`config.mk`:
```
export PLATFORM = sky130hd
export DESIGN_NAME = mc_control_unit
export DESIGN_NICKNAME = d
export VERILOG_FILES = /design/src/rtl/mc_control_unit.sv
export SDC_FILE = /design/constraint.sdc
export NUM_CORES = 1
export LEC_CHECK = 0
export ABC_AREA = 1
export BUFFER_PORTS_ARGS = -buffer_cell sky130_fd_sc_hd__buf_2
export CAP_MARGIN = 25
export CORE_ASPECT_RATIO = 1.2
export CORE_MARGIN = 2
export CORE_UTILIZATION = 48
export CTS_CLUSTER_DIAMETER = 30
export CTS_CLUSTER_SIZE = 25
export DETAILED_ROUTE_END_ITERATION = 6
export GPL_TIMING_DRIVEN = 0
export PLACE_DENSITY_LB_ADDON = 0.1
export SLEW_MARGIN = 20
export SYNTH_ARGS = -nofsm -noshare
export SYNTH_HDL_FRONTEND = slang
export SYNTH_SLANG_ARGS = --single-unit
```
`constraint.sdc`:
```
create_clock -name clk -period 3.2 [get_ports clk]
set_clock_uncertainty 0.05 [all_clocks]
set_input_delay 0.64 -clock clk [delete_from_list [all_inputs] [get_ports clk]]
set_output_delay 0.64 -clock clk [all_outputs]
set_load 0.02 [all_outputs]
```
`src/rtl/mc_control_unit.sv`:
```
// mc_control_unit: multicycle ARM control FSM, ALU decoder and conditional flags; define MC_CTRL_BL_EN to execute BL with R14 link
module mc_control_unit #(
  parameter int ALUCTRL_W = 3
) (
  input  logic                 clk,
  input  logic                 reset,
  input  logic [31:12]         Instr,
  input  logic [3:0]           ALUFlags,
  output logic                 PCWrite,
  output logic                 IRWrite,
  output logic                 RegWrite,
  output logic                 MemWrite,
  output logic                 AdrSrc,
  output logic                 ALUSrcA,
  output logic [1:0]           ALUSrcB,
  output logic [1:0]           ResultSrc,
  output logic [1:0]           ImmSrc,
  output logic [1:0]           RegSrc,
  output logic [ALUCTRL_W-1:0] ALUControl,
  output logic                 LinkSel
);
  typedef enum logic [3:0] {FETCH, DECODE, MEMADR, MEMRD, MEMWB, MEMWR, EXECR, EXECI, ALUWB, BRANCH} state_t;
  state_t state_q, state_d;
  logic [3:0] cond;
  logic [1:0] op;
  logic [5:0] funct;
  logic       rd15;
  logic [2:0] alu_op;
  logic       no_write, arith, valid;
  logic [1:0] flag_w;
  logic [1:0] flags_nz, flags_cv;
  logic       n, z, c, v, cond_ex, cond_ex_q;
  logic       pcw, irw, rw, mw, use_dec, exec;
  logic       unused;
  assign cond   = Instr[31:28];
  assign op     = Instr[27:26];
  assign funct  = Instr[25:20];
  assign rd15   = &Instr[15:12];
  assign unused = ^Instr[19:16];
  assign ImmSrc = op;
  assign RegSrc = {op == 2'b01 && !funct[0], op == 2'b10};
  always_comb begin
    alu_op   = 3'd0;
    no_write = 1'b0;
    arith    = 1'b0;
    valid    = 1'b1;
    case (funct[4:1])
      4'b0100: arith = 1'b1;
      4'b0010: begin alu_op = 3'd1; arith = 1'b1; end
      4'b0000: alu_op = 3'd2;
      4'b1100: alu_op = 3'd3;
      4'b0001: alu_op = 3'd4;
      4'b1101: alu_op = 3'd5;
      4'b1010: begin alu_op = 3'd1; arith = 1'b1; no_write = 1'b1; end
      4'b1000: begin alu_op = 3'd2; no_write = 1'b1; end
      default: begin no_write = 1'b1; valid = 1'b0; end
    endcase
  end
  assign flag_w = valid ? {funct[0], funct[0] & arith} : 2'b00;
  assign {n, z} = flags_nz;
  assign {c, v} = flags_cv;
  always_comb begin
    cond_ex = 1'b0;
    case (cond)
      4'b0000: cond_ex = z;
      4'b0001: cond_ex = !z;
      4'b0010: cond_ex = c;
      4'b0011: cond_ex = !c;
      4'b0100: cond_ex = n;
      4'b0101: cond_ex = !n;
      4'b0110: cond_ex = v;
      4'b0111: cond_ex = !v;
      4'b1000: cond_ex = c && !z;
      4'b1001: cond_ex = !c || z;
      4'b1010: cond_ex = n == v;
      4'b1011: cond_ex = n != v;
      4'b1100: cond_ex = !z && (n == v);
      4'b1101: cond_ex = z || (n != v);
      4'b1110: cond_ex = 1'b1;
      default: cond_ex = 1'b0;
    endcase
  end
  assign exec = state_q == EXECR || state_q == EXECI;
  always_ff @(posedge clk or negedge reset) begin
    if (!reset) state_q <= FETCH;
    else state_q <= state_d;
  end
  // Flags see only earlier instructions: CondExQ is captured at the end of DECODE, flags at the end of EXEC.
  always_ff @(posedge clk or negedge reset) begin
    if (!reset) begin
      flags_nz  <= 2'b00;
      flags_cv  <= 2'b00;
      cond_ex_q <= 1'b0;
    end else begin
      if (exec && flag_w[1] && cond_ex_q) flags_nz <= ALUFlags[3:2];
      if (exec && flag_w[0] && cond_ex_q) flags_cv <= ALUFlags[1:0];
      if (state_q == DECODE) cond_ex_q <= cond_ex;
    end
  end
  always_comb begin
    state_d   = FETCH;
    pcw       = 1'b0;
    irw       = 1'b0;
    rw        = 1'b0;
    mw        = 1'b0;
    AdrSrc    = 1'b0;
    ALUSrcA   = 1'b0;
    ALUSrcB   = 2'b00;
    ResultSrc = 2'b00;
    use_dec   = 1'b0;
    LinkSel   = 1'b0;
    case (state_q)
      FETCH: begin
        state_d   = DECODE;
        irw       = 1'b1;
        pcw       = 1'b1;
        ALUSrcA   = 1'b1;
        ALUSrcB   = 2'b10;
        ResultSrc = 2'b10;
      end
      DECODE: begin
        ALUSrcA   = 1'b1;
        ALUSrcB   = 2'b10;
        ResultSrc = 2'b10;
        state_d   = op == 2'b01 ? MEMADR :
                    op == 2'b00 ? (funct[5] ? EXECI : EXECR) :
                    op == 2'b10 ? BRANCH : FETCH;
      end
      MEMADR: begin
        ALUSrcB = 2'b01;
        state_d = funct[0] ? MEMRD : MEMWR;
      end
      MEMRD: begin
        AdrSrc  = 1'b1;
        state_d = MEMWB;
      end
      MEMWB: begin
        ResultSrc = 2'b01;
        rw        = cond_ex_q;
        pcw       = cond_ex_q && rd15;
      end
      MEMWR: begin
        AdrSrc = 1'b1;
        mw     = cond_ex_q;
      end
      EXECR: begin
        use_dec = 1'b1;
        state_d = ALUWB;
      end
      EXECI: begin
        ALUSrcB = 2'b01;
        use_dec = 1'b1;
        state_d = ALUWB;
      end
      ALUWB: begin
        rw  = cond_ex_q && !no_write;
        pcw = cond_ex_q && !no_write && rd15;
      end
      BRANCH: begin
        ALUSrcB   = 2'b01;
        ResultSrc = 2'b10;
        pcw       = cond_ex_q;
`ifdef MC_CTRL_BL_EN
        if (funct[4]) begin
          LinkSel = 1'b1;
          rw      = cond_ex_q;
        end
`endif
      end
      default: state_d = FETCH;
    endcase
  end
  assign ALUControl = ALUCTRL_W'(use_dec ? alu_op : 3'd0);
  assign PCWrite    = reset & pcw;
  assign IRWrite    = reset & irw;
  assign RegWrite   = reset & rw;
  assign MemWrite   = reset & mw;
endmodule

```
==> results.yml, run 1 <==
routing:
  drcViolationCount: 0
  wirelength_um: 2181
  drtAntennaViolNets: 0
  post_drt_wl_per_cell_um: 10.24
  first_iter_violations: 20
  vias_per_cell: 5.225
  dr.pass1.iters: 6
  via_count: 1113
finish:
  postLayoutCellArea_mm2: 0.001109
  layout.nets: 222
  finish.utilization_pct: 65.92
  seq_area_um2: 225.2
  num-fill-cells: 177
  syn_to_final_growth_pct: 26.03
  antenna_cells: 0
  multi_input_area_um2: 524.3
  final_cell_count_no_fill: 213
  layout-drive-gt1-share_pct: 29.74
clock_network:
  clockBufferDepth: 2
  cts_buffers: 3
  clock_sinks: 9
  clkLatencyLatePin_ps: 260
  path_clk_slew_ps: 60
  root_buffer: "clkbuf_4"
  cts_hold_buffers: 0
  cts-htree-levels: 1
  cts.repair.resized: 0
  cts_tree: "yes"
  post_cts_buffers: 0
place:
  dp.cells: 209
  post_dp_cell_area_mm2: 0.001082
  place_hpwl_um: 1837
  place_ws_ps: 873.1
  io_buffers: 36
  gp_routability_congestion: 0.8528
sta:
  rsz0062_at_grt: "no"
  slew_violations: 0
  period_share_pct: 72.58
  hold_violations: 0
  fmax_mhz: 430.5
  min_period_ps: 2323
  finalSetupViolations: 0
  fin_setup_tns_ps: 0
  fin_ws_ps: 877.4
  fin_hold_ws_ps: 181.7
worst_setup_path:
  worstReg2RegStart: "state_q[3]"
  crit_required_ps: 2510
  cp-end-kind: "output pin"
  crit_path_end: "PCWrite"
  r2r_setup_slack_ps: 1820
  rr_endpoint: "flags_nz[1]"
  crit_fanout: 3
  reg2reg_depth: 8
  worst-setup-path-type: "in -> out"
  start_kind: "input port"
  cp.arrival_ps: 1630
  crit_start: "Instr[22]"
grt:
  antenna_found_initial: 0
  grt_pass1_wl_um: 3801
  first_global_vias: 964
  grt_max_degree: 12
  grt-ovfl-total: 0
  track_usage_pct: 22.39
floorplan:
  rows: 16
  fp.dieW_um: 43.08
  fp.dieH_um: 50.89
  die_area_mm2: 0.002192
  io_pins: 44
  core_area_mm2: 0.001682
  initial_core_util_pct: 52.31
yosys:
  yosys.area.top_type: "dfrtp_1"
  ys.flop_type: "dfrtp_1"
  netlist_area_um2: 879.6
  synth-edff-count: 0
  synth_most_common_cell: "nand2_1"
  yosys-top-cells-count: "nand2_1 (42), nor2_1 (24), inv_1 (19)"
  yosys_warnings: 0
  seq_area_frac_synth_pct: 25.60
  ys_top_cells_by_area: "dfrtp_1 (26%), nand2_1 (18%), nor2_1 (10%), nand3_1 (8.5%), inv_1 (8.1%)"
  synth_seq_cells: 9
  synth_top_area_share_pct: 25.60
  syn-num-nets: 181
  avgSynthCellArea_um2: 5.675
  synth_cell_types: 23
  ys_async_sr_fraction_pct: 100.0
  synth_cells: 155
power:
  power.density_mw_per_mm2: 597.6
  comb_power_share_pct: 58.2
  p_int_mw: 0.3255
  power.switching_mw: 0.3369
  leakage_nw: 0.6631
  vdd_drop_max_v: 0.0006065
  seq_power_share_pct: 28.5
  switching_share_pct: 50.86
  power_frac_clock_pct: 13.3
  fin_total_pwr_mw: 0.6624
run_status:
  status: "completed"
min_path:
  hold_path.class: "in -> async"
flow_run:
  drv_cap: 0
## sequential cells by signal, summed over array words and instances (netlist names)
register	count
cond_ex_q	1
flags_cv	2
state_q	4
flags_nz	2
## layer usage
| metal | GRT usage, % | routed length [um] | vias up |
|---|---|---|---|
| met2 | 40.66 | 1137 | 31 |
| met4 | 11.11 | 41 | 0 |
| met5 | 0 | 0 | - |
| met1 | 26.22 | 905 | 507 |
| li1 | - | - | 570 |
| met3 | 1.413 | 96 | 5 |
## cells in the final DEF, fill, tap and decap left out, types with 4 or more instances in the layout
cell type,count
nand2_2,4
inv_1,19
inv_2,7
nand3_1,15
dfrtp_1,9
nor3_1,5
nand2_1,42
buf_2,38
nor2_1,24
## critical path, cell delays in order
cell and delay, ps:
buf_2 110, inv_2 50, nor2_2 110, inv_2 50
nor3_1 230, nor2_2 90, nand2_1 70, nand3b_1 70
nand2_1 60, buf_2 150
## how the worst min path moves through the flow
| stage | start | endpoint | slack, ps | cells after the start |
|---|---|---|---|---|
| floorplan | reset | cond_ex_q | 290 | 0 |
| global placement | state_q[0] | state_q[0] | 450 | 1 |
| detailed placement | reset | flags_cv[0] | 460 | 1 |
| CTS | reset | state_q[3] | 170 | 1 |
| global route | reset | state_q[3] | 190 | 1 |
| finish | reset | flags_cv[1] | 180 | 1 |
## power by group through the flow
stage	logic [mW]	registers (mW)	clock network (mW)
after global routing	0.435	0.196	0.0953
after global placement	0.378	0.188	0
after floorplan	0.275	0.182	0
final	0.386	0.189	0.0878
after detailed placement	0.387	0.190	0
after CTS	0.388	0.188	0.0921
## cell families after synthesis
kind of cell           Yosys count  synth area share (%)
AOI/OAI and AO/OA               15                 10.10
other                            1                0.4263
and+or+nand+nor                 99                 49.07
buffers and inverters           31                 14.79
DFF                              9                 25.61
## cell type report
class	instances	area share, %
multi-input cells	115	47.29
flip-flops and latches	9	20.32
repair buffers	36	16.25
inverters	26	8.804
plain buffers	5	2.935
clock buffers	4	2.370
well taps	18	2.032
(Power assumes the default switching activity.)
==> run 2, diff against run 1 <==
--- a/config.mk
+++ b/config.mk
@@ -10,7 +10,7 @@
 export CAP_MARGIN = 25
 export CORE_ASPECT_RATIO = 1.2
 export CORE_MARGIN = 2
-export CORE_UTILIZATION = 48
+export CORE_UTILIZATION = 41
 export CTS_CLUSTER_DIAMETER = 30
 export CTS_CLUSTER_SIZE = 25
 export DETAILED_ROUTE_END_ITERATION = 6
==> constraint.sdc (replaced) <==
create_clock -name clk -period 2 [get_ports clk]
set_clock_uncertainty 0.05 [all_clocks]
set_input_delay 0.4 -clock clk [delete_from_list [all_inputs] [get_ports clk]]
set_output_delay 0.4 -clock clk [all_outputs]
set_load 0.02 [all_outputs]
==> run 2 against run 1 <==
- sequential share of layout area is 0.89 points lower
- core utilization is 8.7 points lower
- power is 69% higher
- register-to-register slack worse by 1200 ps
- sequential cell count stayed put
- critical path depth is 2 lower
- largest power group unchanged
==> results.yml, run 2 (synthesis gave the netlist of run 1 again) <==
clock_network:
  cts_buffers: 3
  cts-htree-levels: 1
  root_buffer: "clkbuf_4"
  clock_sinks: 9
  clkLatencyLatePin_ps: 250
  clockBufferDepth: 2
  path_clk_slew_ps: 60
  cts_tree: "yes"
place:
  place_hpwl_um: 1769
  gp_routability_congestion: 0.9014
  io_buffers: 36
worst_setup_path:
  r2r_setup_slack_ps: 590
  crit_start: "state_q[1]"
  cp-end-kind: "output pin"
  critical-path-max-stage-delay_ps: 440
  reg2reg_depth: 8
  cp.arrival_ps: 1500
  path_cells: "inv_2 -> nand2_4 -> nor3_4 -> nor2_2 -> o21ai_1 -> nand3b_1 -> nand2_1 -> buf_6"
  start_kind: "register"
  worst-setup-path-type: "reg -> out"
  crit_fanout: 7
  worstReg2RegStart: "state_q[3]"
  rr_endpoint: "flags_nz[1]"
  crit_required_ps: 1550
  crit_path_end: "PCWrite"
  crit_slowest_cell: "dfrtp_2"
sta:
  hold_violations: 0
  period_share_pct: 97.57
  fmax_mhz: 512.5
  min_period_ps: 1951
  slew_violations: 0
  finalSetupViolations: 0
  rsz0062_at_grt: "yes"
floorplan:
  core_area_mm2: 0.002049
  io_pins: 44
  die_area_mm2: 0.002533
  fp.dieH_um: 54.74
  fp.dieW_um: 46.28
  rows: 18
  initial_core_util_pct: 42.92
power:
  fin_total_pwr_mw: 1.116
  vdd_drop_max_v: 0.0009753
  leakage_nw: 0.6702
  p_int_mw: 0.5495
  switching_share_pct: 50.77
  comb_power_share_pct: 60.2
  power.density_mw_per_mm2: 952.2
  power_frac_clock_pct: 12.3
  power.switching_mw: 0.5668
  seq_power_share_pct: 27.5
finish:
  layout-drive-gt1-share_pct: 32.65
  antenna_cells: 0
  syn_to_final_growth_pct: 33.29
  layout_common_cells: "nand2_1 (41), buf_2 (36), nor2_1 (22), inv_1 (19), nand3_1 (15)"
  regMostFlops: "state_q"
  largest_reg_flops: 4
  num-fill-cells: 210
  final_common_cell: "nand2_1"
  reg_top3: "state_q: 4 flops, flags_cv: 2 flops, flags_nz: 2 flops"
  finish.utilization_pct: 57.20
  layout.nets: 223
routing:
  drcViolationCount: 0
  post_drt_wl_per_cell_um: 9.686
  vias_per_cell: 4.801
  first_iter_violations: 19
  via_count: 1085
  drtAntennaViolNets: 0
  wirelength_um: 2189
  dr.pass1.iters: 4
min_path:
  min-delay-start: "ALUFlags[2]"
  hold_path.class: "in -> reg"
flow_run:
  drv_cap: 0
run_status:
  status: "completed"
grt:
  grt-ovfl-total: 0
  grt_pass1_wl_um: 3525
  track_usage_pct: 18.96
  antenna_found_initial: 0
  grt_max_degree: 10
  first_global_vias: 931
-- run 2: worst min path at each step --
stage / endpoint / slack [ps] / cells past startpoint
floorplan: cond_ex_q / 50 / 0
global placement: flags_cv[1] / 220 / 1
detailed placement: flags_cv[1] / 230 / 1
CTS: flags_nz[0] / 310 / 3
global route: flags_cv[0] / 330 / 3
finish: flags_nz[0] / 330 / 3
-- run 2: metal layers --
layer | vias to the layer above | global-route usage [%] | wire length, um
met2 | 40 | 33.56 | 1116
met5 | - | 0 | 0
met4 | 0 | 9.524 | 27
li1 | 574 | - | -
met1 | 467 | 21.93 | 910
met3 | 4 | 2.310 | 134
-- run 2: power groups by stage --
stage | Sequential, mW | Combinational [mW] | Clock (mW)
CTS | 0.303 | 0.630 | 0.144
floorplan | 0.291 | 0.441 | 0
global route | 0.317 | 0.754 | 0.148
global placement | 0.302 | 0.608 | 0
detailed placement | 0.303 | 0.616 | 0
finish | 0.307 | 0.672 | 0.138
-- run 2: per-stage QoR --
stage	setup TNS (ps)	hold slack, ps	worst slack [ps]	instances	cell area, um2
2_1_floorplan	0	54.41	145.1	155	879.6
3_3_place_gp	0	221.4	158.3	221	1097
3_5_place_dp	0	229.2	155.6	221	1097
4_1_cts	0	314.3	5.805	226	1142
5_1_grt	-279.1	333.2	-73.23	226	1172
6_report	0	326.7	48.63	226	1172
-- run 2: worst max-delay path: cells and delay by family (launching register included) --
| kind | cells | cell delay, ps |
|---|---|---|
| AOI/OAI and AO/OA | 1 | 110 |
| and+or+nand+nor | 5 | 470 |
| buffers and inverters | 2 | 210 |
| DFF | 1 | 440 |
-- run 2: area by class of cell --
cell class | instances | area [um2] | share of cell area [%]
Buffer | 5 | 32.53 | 2.775
Clock buffer | 4 | 26.28 | 2.241
Inverter | 26 | 97.59 | 8.324
Multi-Input combinational cell | 115 | 548.0 | 46.75
Sequential cell | 9 | 227.7 | 19.42
Tap cell | 30 | 37.54 | 3.202
Timing Repair Buffer | 37 | 202.7 | 17.29
-- run 2: repair_timing --
action,4_1_cts,5_1_grt
gates cloned,0,0
pin swaps,0,1
endpoints found under the setup margin,1,5
endpoints found under the hold margin,9,0
hold buffers,1,0
buffers inserted,0,0
resized for setup,3,10
==> run 3, diff against run 2 <==
--- a/config.mk
+++ b/config.mk
@@ -5,7 +5,6 @@
 export SDC_FILE = /design/constraint.sdc
 export NUM_CORES = 1
 export LEC_CHECK = 0
-export ABC_AREA = 1
 export BUFFER_PORTS_ARGS = -buffer_cell sky130_fd_sc_hd__buf_2
 export CAP_MARGIN = 25
 export CORE_ASPECT_RATIO = 1.2
==> run 3 against run 2 <==
- core utilization rose by 2.3 points
- register-to-register slack got worse by 510 ps
- design area rose by 5.2%
- combinational power rose by 53%
- global-route usage fell by 1.5 points
- largest cell class unchanged
- die area rose by 2.2%
- count of clock-buffer cells in the layout did not move
==> results.yml, run 3 <==
sta:
  slew_violations: 0
  hold_violations: 0
  finalSetupViolations: 0
  period_share_pct: 99.25
  fin_ws_ps: 14.99
  fmax_mhz: 503.8
  min_period_ps: 1985
  rsz0062_at_grt: "yes"
  fin_hold_ws_ps: 328.8
grt:
  track_usage_pct: 17.45
  first_global_vias: 869
  grt-ovfl-total: 0
  antenna_found_initial: 0
  grt_pass1_wl_um: 3581
  grt_max_degree: 11
worst_setup_path:
  worst-setup-path-type: "in -> out"
  crit_cells: 6
  crit_family: "compound AO/OA/AOI/OAI gates"
  crit_fanout: 7
  crit_slowest_cell: "a2111oi_4"
  reg2reg_depth: 5
  path_cells: "buf_2 -> and2b_2 -> o21ai_2 -> nand4b_1 -> a2111oi_4 -> buf_4"
  cp_num_buf_inv: 2
  critical-path-max-stage-delay_ps: 310
  cp.arrival_ps: 1540
  cp-end-kind: "output pin"
  start_kind: "input port"
  crit_required_ps: 1550
floorplan:
  core_area_mm2: 0.002072
  die_area_mm2: 0.002590
  fp.dieH_um: 55.35
  rows: 18
  io_pins: 44
  fp.dieW_um: 46.79
  initial_core_util_pct: 43.48
yosys:
  yosys-top-cells-count: "nor3_1 (14), dfrtp_1 (9), nand2_1 (9)"
  avgSynthCellArea_um2: 7.766
  yosys_warnings: 0
  synth_seq_cells: 9
  ys.flop_type: "dfrtp_1"
  synth_most_common_cell: "nor3_1"
  netlist_area_um2: 900.9
  ys_top_cells_by_area: "dfrtp_1 (25%), nor3_1 (7.8%), nand2_1 (3.8%), mux2i_1 (3.3%), o21ai_0 (3.3%)"
  synth-edff-count: 0
  synth_cells: 116
  synth_cell_types: 41
  syn-num-nets: 142
  yosys.area.top_type: "dfrtp_1"
  seq_area_frac_synth_pct: 25.00
  ys_async_sr_fraction_pct: 100.0
  synth_top_area_share_pct: 25.00
finish:
  num-fill-cells: 205
  layout.nets: 186
  layout_common_cells: "buf_2 (36), nor3_1 (13), nand2_1 (9), dfrtp_1 (9), buf_4 (8)"
  antenna_cells: 0
  final_common_cell: "buf_2"
  layout-drive-gt1-share_pct: 40.25
  syn_to_final_growth_pct: 36.94
  regMostFlops: "state_q"
  reg_top3: "state_q: 4 flops, flags_cv: 2 flops, flags_nz: 2 flops"
  postLayoutCellArea_mm2: 0.001234
  final_cell_count_no_fill: 189
  largest_reg_flops: 4
flow_run:
  drv_cap: 0
power:
  switching_share_pct: 47.86
  seq_power_share_pct: 21.3
  comb_power_share_pct: 69.8
  power.density_mw_per_mm2: 1197
  leakage_nw: 0.5914
  power.switching_mw: 0.7067
  vdd_drop_max_v: 0.0006277
  p_int_mw: 0.7699
  power_frac_clock_pct: 8.9
place:
  gp_routability_congestion: 0.7417
  io_buffers: 35
  place_hpwl_um: 1660
  dp.cells: 181
  post_dp_cell_area_mm2: 0.001132
  place_ws_ps: -213.2
routing:
  via_count: 962
  wirelength_um: 2135
  post_drt_wl_per_cell_um: 11.30
  drcViolationCount: 0
  vias_per_cell: 5.090
  drtAntennaViolNets: 0
  dr.pass1.iters: 4
  first_iter_violations: 12
min_path:
  hold_depth: 2
  hold_path.class: "in -> reg"
clock_network:
  cts_tree: "yes"
  cts-htree-levels: 1
  clockBufferDepth: 2
  path_clk_slew_ps: 60
  clock_sinks: 9
  root_buffer: "clkbuf_4"
  cts_buffers: 3
  clkLatencyLatePin_ps: 250
run_status:
  status: "completed"
-- run 3: cell count changes after synthesis, sizes merged, moves of 6 or more --
cell / delta
clkbuf: +6
inv: -21
nand2: -37
nand3: -14
nor2: -22
nor3: +9
-- run 3: cells by family (layout without fill, tap and decap cells) --
kind of cell / count (synthesis) / in the layout / share of synthesized area (%)
and+or+nand+nor: 51 / 51 / 32.78
buffers and inverters: 17 / 60 / 8.888
other: 1 / 1 / 0.4163
DFF: 9 / 9 / 25.00
AOI/OAI and AO/OA: 26 / 26 / 18.89
muxes: 7 / 7 / 9.167
xor gates and xnor gates: 5 / 5 / 4.862
-- run 3: final timing paths --
| kind | startpoint | end | slack [ps] |
|---|---|---|---|
| setup / recovery | Instr[23] | RegWrite | 10 |
| hold / removal | ALUFlags[2] | flags_nz[0] | 330 |
| setup reg to reg | state_q[3] | flags_cv[0] | 80 |
| hold reg to reg | flags_cv[1] | flags_cv[1] | 510 |
| max in group asynchronous | reset | state_q[0] | 1010 |
| min in group asynchronous | reset | flags_nz[1] | 600 |
-- run 3: power by group through the flow --
| stage | clock network, mW | registers (mW) | logic [mW] |
|---|---|---|---|
| floorplan | 0 | 0.301 | 0.737 |
| global placement | 0 | 0.316 | 0.950 |
| detailed placement | 0 | 0.319 | 0.962 |
| CTS | 0.137 | 0.315 | 1.02 |
| global route | 0.148 | 0.328 | 1.13 |
| finish | 0.131 | 0.315 | 1.03 |
-- run 3: final cells by class --
type                    instances  area, um2  share of cell area, %
plain buffers                  12      68.82                  5.578
clock buffers                   4      26.28                  2.130
inverters                       5      18.77                  1.521
multi-input cells              90      644.4                  52.23
flip-flops and latches          9      225.2                  18.26
well taps                      30      37.54                  3.043
repair buffers                 39      212.7                  17.24
-- run 3: timing repair --
| action | CTS | global route |
|---|---|---|
| pin swaps | 2 | 1 |
| buffers inserted | 2 | 1 |
| hold buffers | 1 | 0 |
| hold endpoints to repair | 9 | 0 |
| gates resized for setup | 9 | 6 |
| setup endpoints to repair | 4 | 5 |
-- run 3: through the flow --
stage	power [mW]	utilization [%]	setup TNS, ps
floorplan	1.038	-	0
global placement	1.266	54.65	-169.8
detailed placement	1.281	54.65	-213.2
CTS	1.472	58.39	0
global route	1.609	59.54	-72.67
finish	1.477	59.54	0
-- run 3: layer usage --
metal / routed length [um] / GRT usage (%)
met1: 960 / 24.08
met2: 1080 / 28.57
met3: 94 / 0.9804
met4: 0 / 4.762
met5: 0 / 0
